`src/rtl/fsic_io_serdes_rx_deser.sv`:
```
// Multi-lane receive deserializer: lane-0 training-word alignment, per-lane word
// assembly, and a first-word-fall-through output FIFO with lock/overflow status.
module fsic_io_serdes_rx_deser #(
    parameter int unsigned             pNUM_LANE   = 2,
    parameter int unsigned             pCLK_RATIO  = 4,
    parameter logic [pCLK_RATIO-1:0]   pTRAIN_WORD = 4'b0011,
    parameter int unsigned             pLOCK_CNT   = 3,
    parameter int unsigned             pFIFO_DEPTH = 4
) (
    input  logic                              ioclk,
    input  logic                              axis_rst,
    input  logic                              rxen,
    input  logic [pNUM_LANE-1:0]              serial_in,
    output logic [pNUM_LANE*pCLK_RATIO-1:0]   rx_word,
    output logic                              rx_word_valid,
    input  logic                              rx_word_ready,
    output logic                              rx_locked,
    output logic                              rx_overflow
);

    localparam int unsigned PH_W   = $clog2(pCLK_RATIO);
    localparam int unsigned CNT_W  = $clog2(pLOCK_CNT + 1);
    localparam int unsigned AW     = $clog2(pFIFO_DEPTH);
    localparam int unsigned WORD_W = pNUM_LANE * pCLK_RATIO;

    typedef enum logic [1:0] {HUNT, VERIFY, LOCKED} state_t;

    state_t                                 r_state;
    state_t                                 w_state_nxt;
    logic [pNUM_LANE-1:0][pCLK_RATIO-1:0]   r_shreg;
    logic [pNUM_LANE-1:0][pCLK_RATIO-1:0]   w_win;
    logic [PH_W-1:0]                        r_phase;
    logic [CNT_W-1:0]                       r_match_cnt;
    logic [CNT_W-1:0]                       w_cnt_nxt;
    logic                                   w_phase_rst;
    logic                                   w_boundary;
    logic                                   w_match;
    logic                                   w_push;
    logic                                   r_locked;
    logic                                   r_overflow;

    logic [WORD_W-1:0]                      r_mem [pFIFO_DEPTH];
    logic [AW:0]                            r_wptr;
    logic [AW:0]                            r_rptr;
    logic                                   w_empty;
    logic                                   w_full;
    logic                                   w_pop;
    logic                                   w_push_ok;

    // Window is the shift register's next value: newest bit enters at the MSB.
    always_comb begin
        for (int unsigned k = 0; k < pNUM_LANE; k++) begin
            w_win[k] = {serial_in[k], r_shreg[k][pCLK_RATIO-1:1]};
        end
    end

    assign w_boundary = (r_phase == PH_W'(pCLK_RATIO - 1));
    assign w_match    = (w_win[0] == pTRAIN_WORD);

    // Alignment FSM: state register.
    always_ff @(posedge ioclk or posedge axis_rst) begin
        if (axis_rst) begin
            r_state <= HUNT;
        end else if (!rxen) begin
            r_state <= HUNT;
        end else begin
            r_state <= w_state_nxt;
        end
    end

    // Alignment FSM: next state, match counting and push decision.
    always_comb begin
        w_state_nxt = r_state;
        w_cnt_nxt   = r_match_cnt;
        w_phase_rst = 1'b0;
        w_push      = 1'b0;
        case (r_state)
            HUNT: begin
                if (w_match) begin
                    w_phase_rst = 1'b1;
                    w_cnt_nxt   = CNT_W'(1);
                    w_state_nxt = (pLOCK_CNT == 1) ? LOCKED : VERIFY;
                end
            end
            VERIFY: begin
                if (w_boundary) begin
                    if (w_match) begin
                        w_cnt_nxt = r_match_cnt + CNT_W'(1);
                        if ((r_match_cnt + CNT_W'(1)) == CNT_W'(pLOCK_CNT)) begin
                            w_state_nxt = LOCKED;
                        end
                    end else begin
                        w_cnt_nxt   = '0;
                        w_state_nxt = HUNT;
                    end
                end
            end
            LOCKED: begin
                w_push = w_boundary;
            end
            default: begin
                w_state_nxt = HUNT;
            end
        endcase
    end

    assign w_empty   = (r_wptr == r_rptr);
    assign w_full    = (r_wptr[AW] != r_rptr[AW]) && (r_wptr[AW-1:0] == r_rptr[AW-1:0]);
    assign w_pop     = !w_empty && rx_word_ready;
    assign w_push_ok = w_push && (!w_full || w_pop);

    // Datapath, phase, status and FIFO pointers; rxen low flushes everything but storage.
    always_ff @(posedge ioclk or posedge axis_rst) begin
        if (axis_rst) begin
            r_shreg     <= '0;
            r_phase     <= '0;
            r_match_cnt <= '0;
            r_locked    <= 1'b0;
            r_overflow  <= 1'b0;
            r_wptr      <= '0;
            r_rptr      <= '0;
            for (int i = 0; i < pFIFO_DEPTH; i++) begin
                r_mem[i] <= '0;
            end
        end else if (!rxen) begin
            r_shreg     <= '0;
            r_phase     <= '0;
            r_match_cnt <= '0;
            r_locked    <= 1'b0;
            r_overflow  <= 1'b0;
            r_wptr      <= '0;
            r_rptr      <= '0;
        end else begin
            r_shreg     <= w_win;
            r_match_cnt <= w_cnt_nxt;
            r_locked    <= (w_state_nxt == LOCKED);
            if (w_phase_rst || w_boundary) begin
                r_phase <= '0;
            end else begin
                r_phase <= r_phase + PH_W'(1);
            end
            if (w_push_ok) begin
                r_mem[r_wptr[AW-1:0]] <= w_win;
                r_wptr                <= r_wptr + (AW+1)'(1);
            end
            if (w_pop) begin
                r_rptr <= r_rptr + (AW+1)'(1);
            end
            if (w_push && !w_push_ok) begin
                r_overflow <= 1'b1;
            end
        end
    end

    assign rx_word       = r_mem[r_rptr[AW-1:0]];
    assign rx_word_valid = !w_empty;
    assign rx_locked     = r_locked;
    assign rx_overflow   = r_overflow;

endmodule
```
`config.mk`:
```
export PLATFORM = sky130hd
export DESIGN_NAME = fsic_io_serdes_rx_deser
export DESIGN_NICKNAME = d
export VERILOG_FILES = /design/src/rtl/fsic_io_serdes_rx_deser.sv
export SDC_FILE = /design/constraint.sdc
export NUM_CORES = 1
export LEC_CHECK = 0
export CAP_MARGIN = 0
export CORE_MARGIN = 2
export CORE_UTILIZATION = 30
export CTS_CLUSTER_SIZE = 24
export DETAILED_ROUTE_END_ITERATION = 8
export GPL_ROUTABILITY_DRIVEN = 0
export SLEW_MARGIN = 20
export SYNTH_ARGS = -nofsm -noshare
export SYNTH_HDL_FRONTEND = slang
export SYNTH_SLANG_ARGS = --single-unit
```
`constraint.sdc`:
```
create_clock -name ioclk -period 2.23 [get_ports ioclk]
set_input_delay 0.223 -clock ioclk [delete_from_list [all_inputs] [get_ports ioclk]]
set_output_delay 0.223 -clock ioclk [all_outputs]
set_load 0.01 [all_outputs]
```
==> metrics.yaml <==
skew_ns: 0.0161
dp_cells: 303
rr_startpoint: "r_rptr[2]"
status: "completed"
required_ns: 2.01
place_area_mm2: 0.00279
clock-sinks: 52
worst-r2r-cell-count: 4
layout_setup_ws_ns: 0.0824
fmax_ghz: 0.466
async_flop_share_pct: 100
grt-ovfl-total: 0
cts_buffers: 5
cpPeakStageDelay_ns: 0.56
ys_ff_latch: 52
grt_pass1_vias: 1430
slowest_stage: "mux4_1"
die-area_mm2: 0.00875
maxCapViolCount: 0
clk_pin_slew_ns: 0.10
power_density_mw_per_mm2: 542
cp-start-kind: "flop"
grt_util_all_layers_pct: 11.1
synth.top_cell.area_share_pct: 54.1
yosys.cell_types.count: 32
hold_buffers: 0
cts_setup_buffers: 0
startpoint: "r_rptr[1]"
grt_use_met3_pct: 2.98
fp.dieW_um: 93.6
arrival_ns: 1.92
drc_errors: 0
yosys_warnings: 0
cts_resized: 4
busiest_layer: "met2"
antenna_found_initial: 0
initial_utilization_pct: 31.0
slew_headroom_pct: 50.6
cts-root-buf: "clkbuf_8"
syn-num-nets: 186
wl_per_cell_um: 14.6
yosysSeqAreaShare_pct: 54.1
cp-endpoint: "rx_word[6]"
ys.flop_type: "dfrtp_1"
hold_viol: 0
synth_edf_count: 0
antennaDiodeCount: 0
min_path_type: "in -> async"
rsz0062_at_grt: "false"
worstPathMaxFanout: 10
hold_ws_ns: 0.272
num-fill-cells: 766
reg2reg_to: "r_mem[7]"
drtIter0Drc: 67
clk_latency_ns: 0.31
maxSlewViolCount: 0
place_hpwl_um: 3040
ys_top_cells_by_count: "dfrtp_1 (52), mux2_2 (32), nor2_1 (9), inv_1 (8), mux4_1 (8)"
power.total_mw: 1.57
drive_gt1_share_pct: 29.7
grtUsageMet2_pct: 17.2
dp_slack_ns: 0.180
stdcell_area_mm2: 0.00290
netlist_instances: 173
ir_drop_mv: 0.257
route.vias.total: 1460
die_y_um: 93.6
synth.avg_cell_area_um2: 13.9
cts_tree: "done"
port_buffers: 16
synthTopCellsByArea: "dfrtp_1 (54%), mux2_2 (15%), mux4_1 (8.7%)"
final_antenna_net_count: 0
tns_ns: 0
cp_cell_sequence: "buf_6, mux4_1, clkdlybuf4s50_1"
yosysTopAreaCell: "dfrtp_1"
core.rowCount: 32
nNetsFinal: 221
stdcell_count: 311
syn_area_mm2: 0.00241
tightest_slew_ns: 0.736
yosysMostFrequentCell: "dfrtp_1"
grt_max_degree: 53
criticalPathCategory: "reg -> out"
area_growth_syn_to_layout_pct: 20.3
leakagePower_nw: 1.43
core_area_mm2: 0.00777
setup-violations-final: 0
period_needed_ns: 2.15
use_met1_pct: 15.2
clockBufferDepth: 2
fin_crit_sh_pct: 96.3
ctsHtreeMaxLevel: 2
pin_count: 17
grt_first_pass_wirelength_um: 7340
crit_path_end_kind: "primary output"
ff2ff_setup_slack_ns: 0.25
drtPass1Iterations: 4
vias_per_cell: 4.69
utilization_pct: 37.3
wl_um: 4530
critical path: cells and delay by family, from the launching register on:
kind | cells | cell delay, ns
buffers and inverters | 2 | 0.67
DFF | 1 | 0.39
muxes | 1 | 0.56
power breakdown:
| part | internal (mW) | total [mW] | switching [mW] |
|---|---|---|---|
| Clock | 0.223 | 0.547 | 0.323 |
| Sequential | 0.951 | 0.958 | 0.00702 |
| Combinational | 0.0244 | 0.0647 | 0.0403 |
| Total | 1.20 | 1.57 | 0.371 |
cell type report:
type / instances / area (µm²) / share of cell area, %
clock buffer: 5 / 68.8 / 2.38
clock inverter: 3 / 21.3 / 0.735
inverter: 9 / 33.8 / 1.17
multi-input combinational: 109 / 1040 / 36.1
sequential: 52 / 1300 / 44.9
tap: 102 / 128 / 4.41
timing repair buffer: 31 / 298 / 10.3
flip-flops by register name, summed over array words and instances (netlist names), 2 cells and up:
| signal | cells |
|---|---|
| r_match_cnt | 2 |
| r_mem | 32 |
| r_phase | 2 |
| r_rptr | 3 |
| r_shreg | 6 |
| r_state | 2 |
| r_wptr | 3 |
metal layers:
metal	vias to the layer above	routed length [µm]
met5	-	0
met4	0	48
met3	5	148
met2	20	2100
met1	742	2230
li1	693	-
cells by family after synthesis:
| family | Yosys count | share of synthesized area (%) |
|---|---|---|
| and+or+nand+nor | 38 | 8.84 |
| muxes | 40 | 23.7 |
| buffers and inverters | 12 | 2.50 |
| AOI/OAI and AO/OA | 18 | 5.04 |
| DFF | 52 | 54.1 |
| adders and majority gates | 7 | 3.64 |
| xor gates and xnor gates | 6 | 2.18 |
worst min-delay path by stage:
stage          slack (ns)          to  cells after the start
3_5_place_dp         0.43  r_phase[0]                      1
2_1_floorplan        0.35  r_shreg[3]                      1
5_1_grt              0.28  r_state[1]                      3
4_1_cts              0.27   r_mem[20]                      3
3_3_place_gp         0.42  r_phase[0]                      1
6_report             0.27  r_state[1]                      3
cell usage in the layout (no fill, tap or decap), types with 2 or more instances in the layout:
cell	Yosys	routed
buf_4	0	12
nor2_1	9	9
xnor2_1	2	2
nand3_1	2	2
dfrtp_1	52	52
o21ai_0	7	7
buf_6	2	2
xor2_1	4	4
dlygate4sd2_1	0	2
inv_1	8	7
nand2_1	6	6
mux2_2	32	32
clkdlybuf4s50_1	0	11
or3_1	2	2
and2_1	6	6
dlymetal6s2s_1	0	3
a31oi_1	2	2
nor2_2	3	3
mux4_1	8	8
a21oi_1	6	6
clkbuf_8	0	5
ha_1	7	7
(Power assumes the default switching activity.)
